<file path="config.mk">
export PLATFORM = sky130hd
export DESIGN_NAME = gen_gamma_stream_ctrl
export DESIGN_NICKNAME = d
export VERILOG_FILES = /design/src/rtl/gen_gamma_stream_ctrl.sv
export SDC_FILE = /design/constraint.sdc
export NUM_CORES = 1
export LEC_CHECK = 0
export BUFFER_PORTS_ARGS = -buffer_cell sky130_fd_sc_hd__buf_4
export CAP_MARGIN = 25
export CORE_ASPECT_RATIO = 1.25
export CORE_MARGIN = 2
export CORE_UTILIZATION = 50
export CTS_CLUSTER_SIZE = 10
export DETAILED_ROUTE_END_ITERATION = 10
export MAX_ROUTING_LAYER = met4
export PLACE_DENSITY = 0.72
export SLEW_MARGIN = 40
export SYNTH_ARGS = -nofsm -noshare
export SYNTH_HDL_FRONTEND = slang
export SYNTH_SLANG_ARGS = --single-unit
</file>
<file path="constraint.sdc">
create_clock -name clk -period 2.3 [get_ports clk]
set_input_delay 0.115 -clock clk [delete_from_list [all_inputs] [get_ports clk]]
set_output_delay 0.115 -clock clk [all_outputs]
set_load 0.005 [all_outputs]
</file>
<file path="src/rtl/gen_gamma_stream_ctrl.sv">
// gen_gamma_stream_ctrl
// Bit-serial Elias-gamma decoder controller. It counts the unary zero
// prefix, collects the same number of suffix bits behind the leading one,
// and presents the assembled value on a valid/ready output port.
// A prefix longer than OUT_W-1 zeros raises a one-cycle err pulse. The
// offending zero is dropped and decoding restarts on the next bit.
// Optional feature macro: GEN_GAMMA_MINUS1_EN. When it is defined, the
// value is presented minus one, which undoes the coder's +1 offset.
module gen_gamma_stream_ctrl #(
   parameter int OUT_W = 9
) (
   input  logic             clk,
   input  logic             res_n,
   input  logic             bit_in,
   input  logic             bit_valid,
   output logic             bit_ready,
   output logic [OUT_W-1:0] out_data,
   output logic             out_valid,
   input  logic             out_ready,
   output logic             err,
   output logic             busy
);

   localparam int            ZW   = $clog2(OUT_W);
   localparam logic [ZW-1:0] ZMAX = ZW'(OUT_W - 1);
   localparam logic [ZW-1:0] ZONE = ZW'(1);

   typedef enum logic [1:0] {
      PREFIX = 2'd0,
      SUFFIX = 2'd1,
      HOLD   = 2'd2
   } state_t;

   state_t           state_reg, state_next;
   logic [ZW-1:0]    zcnt_reg, zcnt_next;
   logic [ZW-1:0]    rem_reg, rem_next;
   logic [OUT_W-1:0] shreg_reg, shreg_next;
   logic [OUT_W-1:0] data_reg, data_next;
   logic             err_reg, err_next;
   logic             beat;
   logic [OUT_W-1:0] shifted;

   // Map the assembled codeword onto the presented value. The optional
   // offset is removed here so that it adds no latency.
   function automatic logic [OUT_W-1:0] adjust(input logic [OUT_W-1:0] v);
`ifdef GEN_GAMMA_MINUS1_EN
      return v - 1'b1;
`else
      return v;
`endif
   endfunction

   assign bit_ready = (state_reg != HOLD);
   assign beat      = bit_valid && bit_ready;
   assign shifted   = {shreg_reg[OUT_W-2:0], bit_in};
   assign out_data  = data_reg;
   assign out_valid = (state_reg == HOLD);
   assign err       = err_reg;
   assign busy      = (state_reg != PREFIX) || (zcnt_reg != '0);

   // State register and datapath registers; reset clears everything.
   always_ff @(posedge clk or posedge res_n) begin
      if (res_n) begin
         state_reg <= PREFIX;
         zcnt_reg  <= '0;
         rem_reg   <= '0;
         shreg_reg <= '0;
         data_reg  <= '0;
         err_reg   <= 1'b0;
      end else begin
         state_reg <= state_next;
         zcnt_reg  <= zcnt_next;
         rem_reg   <= rem_next;
         shreg_reg <= shreg_next;
         data_reg  <= data_next;
         err_reg   <= err_next;
      end
   end

   // Next-state logic: prefix count, suffix collection, and hold handshake.
   always_comb begin
      state_next = state_reg;
      zcnt_next  = zcnt_reg;
      rem_next   = rem_reg;
      shreg_next = shreg_reg;
      data_next  = data_reg;
      err_next   = 1'b0;
      case (state_reg)
         PREFIX: begin
            if (beat) begin
               if (!bit_in) begin
                  if (zcnt_reg == ZMAX) begin
                     // Too many zeros for OUT_W. Drop this zero and start over.
                     zcnt_next = '0;
                     err_next  = 1'b1;
                  end else begin
                     zcnt_next = zcnt_reg + 1'b1;
                  end
               end else begin
                  shreg_next = OUT_W'(1);
                  if (zcnt_reg == '0) begin
                     state_next = HOLD;
                     data_next  = adjust(OUT_W'(1));
                  end else begin
                     rem_next   = zcnt_reg;
                     state_next = SUFFIX;
                  end
               end
            end
         end
         SUFFIX: begin
            if (beat) begin
               shreg_next = shifted;
               rem_next   = rem_reg - 1'b1;
               if (rem_reg == ZONE) begin
                  state_next = HOLD;
                  data_next  = adjust(shifted);
               end
            end
         end
         HOLD: begin
            if (out_ready) begin
               state_next = PREFIX;
               zcnt_next  = '0;
            end
         end
         default: state_next = PREFIX;
      endcase
   end

endmodule

</file>
**After elaboration in Yosys (flattened, before gate mapping)**

Cells that the tools add are included.

- Bits in registers: 28
- Bits of input ports: 5
- Output and inout bits: 13
- Word-level logic and storage cells: 65

- Add/sub/neg operators: 2
- Equal/unequal tests: 13
- Mux-type cells: 31
- Reduce and logical (&&, ||, !) cells: 13

Operators with widths:

| kind | number |
|---|---|
| 2-to-1 mux 9 bit | 5 |
| 2-to-1 mux 4 bit | 8 |
| 2-to-1 mux 8 bit | 3 |
| one-hot mux 9 bit (2 select lines) | 1 |
| inequality test 2 bit (second input constant) | 8 |
| one-hot mux 4 bit (2 select lines) | 2 |
| one-hot mux 8 bit (2 select lines) | 1 |
| 2-to-1 mux 2 bit | 6 |
| AND reduction 5 bit | 2 |
| AND reduction 4 bit | 2 |
| one-hot mux 2 bit (3 select lines) | 1 |
| AND reduction 6 bit | 1 |
| nonzero test 2 bit | 3 |
| adder 4 x 1 -> 4 bit (second input constant) | 1 |
| == test 4 x 1 -> 1 bit (second input constant) | 1 |
| == test 4 bit (second input constant) | 1 |
| zero test 4 bit | 1 |
| 2-to-1 mux 1 bit | 4 |
| nonzero test 4 bit | 1 |
| subtractor 4 x 1 -> 4 bit (second input constant) | 1 |
| == test 2 x 1 -> 1 bit (second input constant) | 1 |
| == test 2 bit (second input constant) | 1 |
| zero test 2 bit | 1 |
| inequality test 2 x 1 -> 1 bit (second input constant) | 1 |
| other kinds (2) | 2 |

**Depth between registers and ports, before layout**

- Depth in word-level cells: 5
- Mapped depth: 7
- Depth with buffers taken out: 6

**Worst setup path after synthesis**

OpenSTA, ideal clock, no wires.

- Path type: flip-flop to flip-flop
- Start point: reg zcnt_reg[0]
- End point: reg rem_reg[0]
- Library setup time: 0.124 ns
- Data arrival time: 1.619 ns
- Data required time: 2.176 ns
- Setup slack: 0.557 ns
- Stages on the path, launching flop included: 7
- Path buffers: 0
- Period minus slack after synthesis: 1.743 ns
- Path through: dfrtp_1 > inv_1 > ha_1 > nor3b_4 > a2111oi_4 > mux2_1 > a21oi_2

- Cells in the longest elaborated chain, start to end: 4
- Elaborated cells between the ends (all ways): 7
- Those cells by class: 1 x eq/ne; 4 x mux; 2 x reduce/logical

RTL lines:

| item | RTL line | RTL |
|---|---|---|
| from (decl) | 35 | `logic [ZW-1:0] zcnt_reg, zcnt_next;` |
| from (signal assigned) | 72 | `zcnt_reg <= zcnt_next;` |
| 2-to-1 mux 4 bit | 101 | `if (zcnt_reg == '0) begin` |
| 2-to-1 mux 4 bit | 91 | `if (!bit_in) begin` |
| 2-to-1 mux 4 bit | 90 | `if (beat) begin` |
| one-hot mux 4 bit (2 select lines) | 88 | `case (state_reg)` |
| to (signal assigned) | 73 | `rem_reg <= rem_next;` |
| to (decl) | 36 | `logic [ZW-1:0] rem_reg, rem_next;` |

Several ways; a longest one is shown, not always the timed one. The select of a mux whose other input is x is not followed.
A chain may end at the register's enable or synchronous reset.

**Final worst setup path**

Same ends and word-level chain as after synthesis.

==> flow_summary.json <==
{
  "finalSetupTns_ps": 0,
  "rsz0062_at_grt": "no",
  "synth-seq-cells": 28,
  "ctsHoldBuffers": 2,
  "hold_path.class": "in -> reg",
  "final_nets": 174,
  "vias_per_cell": 5.182,
  "synth_area_um2": 1416,
  "drc_errors": 0,
  "worst_pin_slew_ps": 501.8,
  "antenna_cells": 0,
  "slew_violations": 0,
  "largest_register_ffs": 9,
  "track_usage_pct": 19.37,
  "period_needed_ps": 1937,
  "cpMaxStageDelayCell": "a2111oi_4",
  "cp.buffers_inverters": 1,
  "cts_tree": "yes",
  "rrSetupSlack_ps": 360,
  "synthToLayoutAreaGrowth_pct": 16.17,
  "critPathKind": "reg -> reg",
  "hold_viol": 0,
  "relSlewSlack_pct": 66.54,
  "dieArea_um2": 3277,
  "final_area_um2": 1645,
  "cts.path.max_buffers": 2,
  "dr.pass1.iters": 4,
  "placed_cell_area_um2": 1573,
  "clkSlewWorstSetupHoldPaths_ps": 160,
  "grt_antenna_before_repair": 0,
  "post_cts_buffers": 0,
  "synth_nets": 152,
  "cts_sinks": 28,
  "core_um2": 2680,
  "crit_chain": "inv_1 > ha_1 > nor3b_4 > a2111oi_4 > mux2_1 > a21oi_2",
  "cp_max_fo": 8,
  "worst_setup_path_start_kind": "flop",
  "p_leak_nw": 0.7902,
  "placementRows": 21,
  "syn_area_per_cell_um2": 9.905,
  "insertion_delay_ps": 330,
  "cp.required_ps": 2550,
  "netlist.top_cell.by_area": "dfrtp_1",
  "maxCapViolations": 0,
  "fin_util_pct": 61.39,
  "critPathMaxStageDelay_ps": 560,
  "yosysTopAreaCellShare_pct": 49.47,
  "grt_max_degree": 29,
  "initial_core_util_pct": 52.85,
  "drtAntennaViolNets": 0,
  "grt_pass1_wl_mm": 4.823,
  "achievable-frequency_mhz": 516.2,
  "grt-ovfl-total": 0,
  "die_y_um": 63.51,
  "crit_family": "compound AO/OA/AOI/OAI gates",
  "cp-end-kind": "flop",
  "port_buffers": 17,
  "grt_pass1_vias": 1089,
  "outcome": "finished, final reports clean",
  "yosysWarnings": 0,
  "totalWireLength_mm": 2.610,
  "wire_per_inst_um": 13.18,
  "cts_max_level": 1,
  "fill_cells": 247,
  "fin_skew_ps": 16.00,
  "syn_inst": 143,
  "cts_resized": 0,
  "finalWeightedCongestion": 0.8067,
  "initialDrtViolationCount": 30,
  "die_x_um": 51.61,
  "fin_crit_sh_pct": 84.22,
  "synth_cell_types": 39,
  "fin_ws_ps": 362.9,
  "ir_worst_vdd_mv": 0.6438,
  "cts_made_buffers": 3,
  "finalSetupViolCount": 0,
  "critical_path_arrival_ps": 2180,
  "dp_hpwl_mm": 1.973,
  "pin_count": 18,
  "num_vias": 1026,
  "place_ws_ps": 379.1,
  "power.density_nw_per_um2": 1133,
  "synth-seq-area-share_pct": 49.47,
  "drive_gt1_share_pct": 22.56,
  "synth_area_leaders": "dfrtp_1, nand2_1, o21ai_1, ha_1, o21ai_0",
  "root_buffer": "clkbuf_4"
}
==> per-layer routing <==
| metal | share of wire (%) | up-vias | GRT usage, % |
|---|---|---|---|
| li1 | - | 532 | - |
| met1 | 44 | 473 | 22.66 |
| met2 | 52 | 17 | 34.62 |
| met3 | 2.7 | 4 | 2.133 |
| met4 | 1.1 | 0 | 4.934 |
| met5 | 0 | - | - |
==> worst paths after layout <==
kind                           endpoint    startpoint  depth (start not counted)
hold / removal             shreg_reg[0]        bit_in                          3
setup / recovery             rem_reg[0]   zcnt_reg[0]                          6
hold reg to reg            shreg_reg[2]  shreg_reg[2]                          2
max in group asynchronous   out_data[0]         res_n                          4
setup reg to reg             rem_reg[0]   zcnt_reg[0]                          6
min in group asynchronous  state_reg[0]         res_n                          4
==> worst reg2reg max path: stages, from the launching register on <==
cell and delay [ps]:
dfrtp_1 460, inv_1 90, ha_1 250, nor3b_4 190, a2111oi_4 560, mux2_1 240, a21oi_2 60
==> cell usage in the layout, fill, tap and decap left out, types with 2 or more instances in the layout <==
cell,n
dlygate4sd3_1,2
nand3_1,5
o21ai_0,7
nor2_1,2
nand2_1,32
clkbuf_4,3
buf_4,21
nand2b_1,4
nor2_2,2
dfrtp_1,28
inv_1,7
ha_1,4
a21oi_1,5
o22ai_1,3
o21ai_1,14
==> where the power goes <==
| part | total [mW] | switching, mW | leakage [nW] | internal [mW] |
|---|---|---|---|---|
| clock network | 0.323 | 0.146 | 0.0279 | 0.176 |
| registers | 0.828 | 0.164 | 0.357 | 0.664 |
| logic | 0.713 | 0.371 | 0.405 | 0.341 |
==> synth_stat cells, drive strengths merged <==
cell type and count:
o21ai 21, a32o 1, and2b 1, nand2b 4, ha 4, nand2 33, or3b 1, o22ai 3
a22oi 1, o31ai 1, buf 6, o2bb2ai 1, inv 8, and3b 1, mux2 1, nor2 4
o211ai 1, nor3b 1, or3 1, a2111oi 1, and4bb 2, and3 1, nand3b 1, nor4b 1
nand4 1, nor2b 1, mux2i 1, dfrtp 28, nand3 5, a21oi 7
==> per-stage QoR <==
| step | total power [mW] | hold slack (ps) | std cells |
|---|---|---|---|
| after floorplan | 1.337 | 180.4 | 143 |
| after detailed placement | 1.558 | 210.5 | 192 |
| after CTS | 1.884 | 32.34 | 198 |
| after global routing | 2.031 | 50.21 | 198 |
| after global placement | 1.514 | 202.0 | 192 |
| final | 1.864 | 41.48 | 198 |
==> kinds of logic (layout without fill, tap and decap cells) <==
family	after synthesis	after routing	share of synthesized area, %
DFF	28	28	49.47
AOI/OAI and AO/OA	37	37	18.46
and+or+nand+nor	58	58	21.82
muxes	2	2	1.502
buffers and inverters	14	35	5.212
adders and majority gates	4	4	3.534
==> layout make-up <==
class                   count  area [um2]  area share, %
flip-flops and latches     28       700.7          42.59
multi-input cells         101       641.9          39.01
repair buffers             23       177.7          10.80
well taps                  34       42.54          2.586
clock inverters             1       30.03          1.825
inverters                   8       30.03          1.825
clock buffers               3       22.52          1.369
Note: power is estimated with default switching activity, not from simulation.
